## config.mk

```make
export PLATFORM = sky130hd
export DESIGN_NAME = cam_frame_writer
export DESIGN_NICKNAME = d
export VERILOG_FILES = /design/src/rtl/cam_frame_writer.sv
export SDC_FILE = /design/constraint.sdc
export NUM_CORES = 1
export LEC_CHECK = 0
export CORE_MARGIN = 3
export CORE_UTILIZATION = 62
export CTS_BUF_LIST = sky130_fd_sc_hd__clkbuf_2 sky130_fd_sc_hd__clkbuf_4 sky130_fd_sc_hd__clkbuf_8
export CTS_CLUSTER_DIAMETER = 100
export DETAILED_ROUTE_END_ITERATION = 16
export GPL_TIMING_DRIVEN = 0
export PLACE_DENSITY = 0.85
export SLEW_MARGIN = 30
export SYNTH_ARGS = -nofsm -noshare
export SYNTH_HDL_FRONTEND = slang
export SYNTH_SLANG_ARGS = --single-unit
```

## constraint.sdc

```tcl
create_clock -name clk -period 5.25 [get_ports clk]
set_input_delay 1.3125 -clock clk [delete_from_list [all_inputs] [get_ports clk]]
set_output_delay 1.3125 -clock clk [all_outputs]
set_load 0.01 [all_outputs]
```

## src/rtl/cam_frame_writer.sv

```systemverilog
// Camera capture stage: samples the sensor bus, packs RGB565 byte pairs into RGB444 pixels and
// issues frame-buffer writes for an H_PIX x V_LINES frame. Define GRAYSCALE_EN for luma output.
module cam_frame_writer #(
    parameter int unsigned H_PIX   = 320,
    parameter int unsigned V_LINES = 240,
    parameter int unsigned ADDR_W  = 17
) (
    input  logic              clk,
    input  logic              reset,
    input  logic              capture_en,
    input  logic              cam_vsync,
    input  logic              cam_href,
    input  logic [7:0]        cam_data,
    output logic              fb_we,
    output logic [ADDR_W-1:0] fb_wAddr,
    output logic [11:0]       fb_wData,
    output logic              frame_done,
    output logic              busy
);

    localparam int unsigned PIX_W  = $clog2(H_PIX + 1);
    localparam int unsigned LINE_W = $clog2(V_LINES + 1);
    localparam logic [PIX_W-1:0]  PIX_MAX   = PIX_W'(H_PIX);
    localparam logic [LINE_W-1:0] LINE_MAX  = LINE_W'(V_LINES);
    localparam logic [ADDR_W-1:0] LINE_STEP = ADDR_W'(H_PIX);

    typedef enum logic [1:0] {
        S_IDLE,
        S_ARMED,
        S_ACTIVE
    } state_t;

    state_t state;

    logic              vs_q, vs_qq;
    logic              hr_q, hr_qq;
    logic [7:0]        d_q;
    logic [7:0]        hi_q;
    logic              byte_phase;
    logic [PIX_W-1:0]  pix_cnt;
    logic [LINE_W-1:0] line_cnt;
    logic [ADDR_W-1:0] line_base;

    logic vs_rise, vs_fall, hr_fall;
    logic pix_ok, line_ok;

    assign vs_rise = vs_q & ~vs_qq;
    assign vs_fall = ~vs_q & vs_qq;
    assign hr_fall = ~hr_q & hr_qq;
    assign pix_ok  = (pix_cnt < PIX_MAX);
    assign line_ok = (line_cnt < LINE_MAX);
    assign busy    = (state == S_ACTIVE);

    // RGB565 -> RGB444: keep the top bits of each channel.
    logic [3:0]  px_r, px_g, px_b;
    logic [11:0] px_data;
    logic        unused_bits;

    assign px_r        = hi_q[7:4];
    assign px_g        = {hi_q[2:0], d_q[7]};
    assign px_b        = d_q[4:1];
    assign unused_bits = ^{hi_q[3], d_q[6:5], d_q[0]};

`ifdef GRAYSCALE_EN
    logic [7:0] luma_sum;

    // Weights sum to 16, so the shifted result never exceeds 15.
    assign luma_sum = (8'd5 * {4'd0, px_r}) + (8'd9 * {4'd0, px_g}) + (8'd2 * {4'd0, px_b});
    assign px_data  = {luma_sum[7:4], luma_sum[7:4], luma_sum[7:4]};
`else
    assign px_data = {px_r, px_g, px_b};
`endif

    always_ff @(posedge clk or posedge reset) begin
        if (reset) begin
            vs_q  <= 1'b0;
            vs_qq <= 1'b0;
            hr_q  <= 1'b0;
            hr_qq <= 1'b0;
            d_q   <= 8'd0;
        end else begin
            vs_q  <= cam_vsync;
            vs_qq <= vs_q;
            hr_q  <= cam_href;
            hr_qq <= hr_q;
            d_q   <= cam_data;
        end
    end

    always_ff @(posedge clk or posedge reset) begin
        if (reset) begin
            state      <= S_IDLE;
            hi_q       <= 8'd0;
            byte_phase <= 1'b0;
            pix_cnt    <= '0;
            line_cnt   <= '0;
            line_base  <= '0;
            fb_we      <= 1'b0;
            fb_wAddr   <= '0;
            fb_wData   <= 12'd0;
            frame_done <= 1'b0;
        end else begin
            fb_we      <= 1'b0;
            frame_done <= 1'b0;
            unique case (state)
                S_IDLE: begin
                    if (vs_rise && capture_en) begin
                        state <= S_ARMED;
                    end
                end
                S_ARMED: begin
                    if (vs_fall) begin
                        state      <= S_ACTIVE;
                        line_base  <= '0;
                        pix_cnt    <= '0;
                        line_cnt   <= '0;
                        byte_phase <= 1'b0;
                    end
                end
                S_ACTIVE: begin
                    if (vs_rise) begin
                        // A byte arriving with the VSYNC edge is dropped with the frame.
                        frame_done <= 1'b1;
                        byte_phase <= 1'b0;
                        state      <= capture_en ? S_ARMED : S_IDLE;
                    end else if (hr_q) begin
                        byte_phase <= ~byte_phase;
                        if (!byte_phase) begin
                            hi_q <= d_q;
                        end else begin
                            if (pix_ok && line_ok) begin
                                fb_we    <= 1'b1;
                                fb_wAddr <= line_base + ADDR_W'(pix_cnt);
                                fb_wData <= px_data;
                            end
                            if (pix_ok) begin
                                pix_cnt <= pix_cnt + PIX_W'(1);
                            end
                        end
                    end else if (hr_fall) begin
                        pix_cnt    <= '0;
                        byte_phase <= 1'b0;
                        if (line_ok) begin
                            line_base <= line_base + LINE_STEP;
                            line_cnt  <= line_cnt + LINE_W'(1);
                        end
                    end
                end
                default: state <= S_IDLE;
            endcase
        end
    end

endmodule

```

Word level (Yosys, flattened, before mapping)
Cells that the tools add are included.
Widths: inputs -> output; s select.

operators by class
  add/subtract/negate cells = 4
  order comparisons = 2
  equal/unequal tests = 13
  multiplexer cells = 36
  bitwise logic cells = 8
  reductions and logical operators = 10

operators by type and width
  cell                   count
  $mux 17                5
  $mux 9                 6
  $mux 8                 5
  $pmux 17 s2            1
  $pmux 9 s2             1
  $add 17x9->17          1
  $add 17x9->17 const B  1
  $pmux 8 s2             1
  $mux 1                 12
  $reduce_and 6->1       2
  $add 9x1->9 const B    1
  $lt 9x9->1 const B     1
  $add 8x1->8 const B    1
  $lt 8x8->1 const B     1
  $ne 2x2->1 const B     4
  $mux 2                 3
  $ne 2x1->1 const B     3
  $ne 3x2->1 const B     2
  $pmux 2 s3             1
  $reduce_and 3->1       2
  $not 1->1              5
  $reduce_and 5->1       1
  $ne 4x1->1 const B     1
  $reduce_and 4->1       1
  other kinds (8)        11

word-level totals
  bits in registers = 88
  output and inout port bits = 32
  logic and storage cells = 88

Depth between registers and ports, before layout
  depth after elaboration = 7
  depth in mapped cells = 8
  mapped depth without buffers = 6

Least setup slack after synthesis
No wires, ideal clock.

  path kind = register to output
  from = register state[0]
  to = output port busy
  arrival = 753 ps
  slack = 3184 ps
  stages on the path, launching flop included = 3
  path through = dfrtp_1 inv_1 ha_1

between the ends
  cells in the longest elaborated chain, start to end = 1

ends and longest elaborated chain
  element                 line  source
  from (decl)             33    state_t state;
  from (signal assigned)  125   state <= capture_en ? S_ARMED : S_IDLE;
  $eq 2x2->1              52    assign busy = (state == S_ACTIVE);
  to (decl)               18    output logic busy

Every way passes these cells.

Worst setup path in the final report
Ends and elaborated chain as after synthesis.

==> qor.txt <==
Run status: complete, no violations
CP top delay family: buffers and inverters
Synth Area in Simple Gates: 13.51%
FP Rows: 27
Placed cells: 455
Clock Sinks: 81
Die area: 7083 um^2
Hold WC Path Type: register to register
Syn_area_per_cell: 11.21 um^2
Leak: 1.973 nW
Starting Density: 66.34%
Required time worst endpoint: 3.94 ns
Worst Tran Pin Value: 0.8158 ns
CTS tree: done
Worst path slowest cell: clkdlybuf4s50_1
Via count: 3059
P per Cell Area: 467.0 nW/um^2
Die X: 84.16 um
Clock Latency Late Sink: 0.37 ns
Root Buffer: clkbuf_8
Largest family of logic cells by synthesized area: compound AO/OA/AOI/OAI gates
Proportion of synthesized area in mux cells: 10.47%
Total core area: 5709 um^2
Critical path class: register to output pin
Routed WL: 9345 um
Cts hold-fix bufs: 0
Setup tns final: 0 ns
P&R area growth vs syn: 21.24%
Period utilization: 60.55%
Critical path's largest stage delay: 0.61 ns
Cells after Synth: 338
Resized Gates After CTS: 0
Via density: 6.509
Adder-Cell Fraction of Synth Area: 3.634%
Final net count: 418
#FFs+latches synth: 81
Placer Congestion: 0.8388
First-pass GRT wire length: 15440 um
Largest net degree at the start of global routing: 52
# diodes: 0
Post-synth net total: 362
Syn Std Cell Area: 3787 um^2
Die Span Y: 84.16 um
Crit end category: output pin
IO Count: 45
Worst Path Buf+Inv: 2
Fmax achieved: 314.6 MHz
Setup violators final: 0
Antenna violations before repair: 0
Antenna Violating Nets Remaining: 0
Max-cap violations: 0
Cts bufs inserted: 9
Setup Skew: 0.01288 ns
Post-Synth XOR/XNOR Area: 0.9250%
PortBufs: 44
Compound-Gate Fraction of Synth Area: 15.30%
Overall global routing resource usage: 27.53%
Yosys cell types: 46
Synthesis Warnings: 0
Main synth FF type: dfrtp_1
Fin. max-slew vios: 0
Seq/Total Area, Yosys: 53.52%
Startpoint types: register
RSZ-0062 raised after global routing: no
Fillcell total: 349
Drt first pass iters: 5
H-tree depth: 3
Layout cells sized above 1: 14.32%
Post-CTS Setup Inserts: 0
Total gr overflow: 0
Final Non-Filler Cells: 470
DP HPWL: 6049 um
CTS Buffer Depth: 2
Wire per inst: 19.88 um
Slew headroom: 45.32%
Cell chain of the critical path: inv_1 -> ha_1 -> clkdlybuf4s50_1
Vias in the first global route: 3112
Fin crit period: 3.179 ns
Placed instance area: 4348 um^2
Crit path DAT: 1.87 ns
Number of synthesized flops with an enable pin: 0
Final hold violations: 0
Ys async rst share: 100.0%
Finished Cell Area: 4592 um^2
Total DRC errors in the routed layout: 0
Violation count after the first detailed-routing iteration: 392
CP Max Fanout: 7
Clock transition at the registers of the reported paths: 0.08 ns
Peak supply drop: 0.3581 mV
## final cells by class
cell class	instances	area (um^2)	share of cell area, %
Multi-Input combinational cell	234	1665	36.27
Inverter	10	40.04	0.8719
Clock inverter	6	115.1	2.507
Tap cell	72	90.09	1.962
Sequential cell	81	2027	44.14
Buffer	13	62.56	1.362
Clock buffer	9	123.9	2.698
Timing Repair Buffer	45	467.9	10.19
## registers in the layout, summed over array words and instances, names as in the netlist, 2 cells and up
name / count
fb_wAddr: 17
fb_wData: 12
line_base: 11
pix_cnt: 9
d_q: 8
line_cnt: 8
hi_q: 7
state: 2
## per-layer routing
| metal | track usage [%] | part of all wire, % | vias to the layer above |
|---|---|---|---|
| met2 | 46.70 | 51 | 165 |
| met3 | 5.397 | 6.9 | 21 |
| li1 | - | - | 1380 |
| met1 | 34.46 | 40 | 1493 |
| met5 | 0 | 0 | - |
| met4 | 11.84 | 2.4 | 0 |
## placed cells by master, fill, tap and decap left out, drive strengths merged, types with 4 or more instances in the layout
cell type / n
a211oi: 4
a21oi: 23
buf: 7
clkbuf: 16
clkdlybuf4s50: 44
dfrtp: 81
ha: 11
inv: 10
mux2: 29
mux2i: 7
nand2: 21
nand2b: 11
nand3: 12
nand4: 6
nor2: 7
nor4: 8
o21ai: 29
o31ai: 17
or4: 11
xnor2: 4
## cell families after synthesis
| group | after synthesis |
|---|---|
| simple gates | 90 |
| flops | 81 |
| fa+ha+maj | 11 |
| mux | 36 |
| xor+xnor | 4 |
| buf+inv | 23 |
| compound gates | 93 |
## path summary, 6_finish.rpt
kind,from,end,slack (ns),cells past startpoint
min in group asynchronous,reset,fb_wAddr[4],1.30,2
max in group asynchronous,reset,line_base[7],3.37,3
min reg2reg,d_q[0],hi_q[0],0.50,1
max,state[0],busy,2.07,3
min,d_q[0],hi_q[0],0.50,1
max reg2reg,state[1],pix_cnt[5],2.81,8
## report_power, final
part           internal (mW)  total [mW]  switching [mW]  leakage, nW
registers              0.740       0.830          0.0904         1.08
clock network          0.316       0.560           0.245        0.116
logic                  0.304       0.754           0.450        0.780
## metrics by stage
step / utilization [%] / setup WS [ns] / hold slack (ns) / total power [mW]
2_1_floorplan: - / 1.857 / 0.4324 / 1.273
3_3_place_gp: 75.63 / 0.6883 / 0.4565 / 1.508
3_5_place_dp: 76.16 / 2.544 / 0.4841 / 1.557
4_1_cts: 80.34 / 2.111 / 0.5024 / 2.122
5_1_grt: 80.43 / 2.017 / 0.5170 / 2.243
6_report: 80.43 / 2.071 / 0.4999 / 2.145
## cells in the mapped netlist, types with 2 or more instances
cell type / count / area (um^2)
buf_2: 5 / 25.02
dfrtp_1: 81 / 2027
or4_1: 11 / 82.58
o21ai_0: 27 / 135.1
o31ai_1: 17 / 127.6
o21ai_1: 2 / 10.01
inv_1: 9 / 33.78
mux2i_1: 7 / 70.07
clkbuf_1: 7 / 26.28
nand3_1: 12 / 60.06
nand2b_1: 11 / 68.82
nor2_1: 7 / 26.28
a21oi_1: 23 / 115.1
mux2_2: 29 / 326.6
nand4_1: 6 / 37.54
a21o_1: 2 / 15.01
ha_1: 11 / 137.6
nand2_1: 21 / 78.83
nand3b_1: 2 / 15.01
xnor2_1: 4 / 35.03
a211oi_1: 4 / 30.03
nor4_1: 8 / 50.05
nor2b_1: 2 / 12.51
a2bb2oi_1: 3 / 26.28
o211ai_1: 3 / 22.52
and4_1: 2 / 17.52
or3_1: 2 / 12.51
a31oi_1: 2 / 12.51
(Power assumes the default switching activity.)
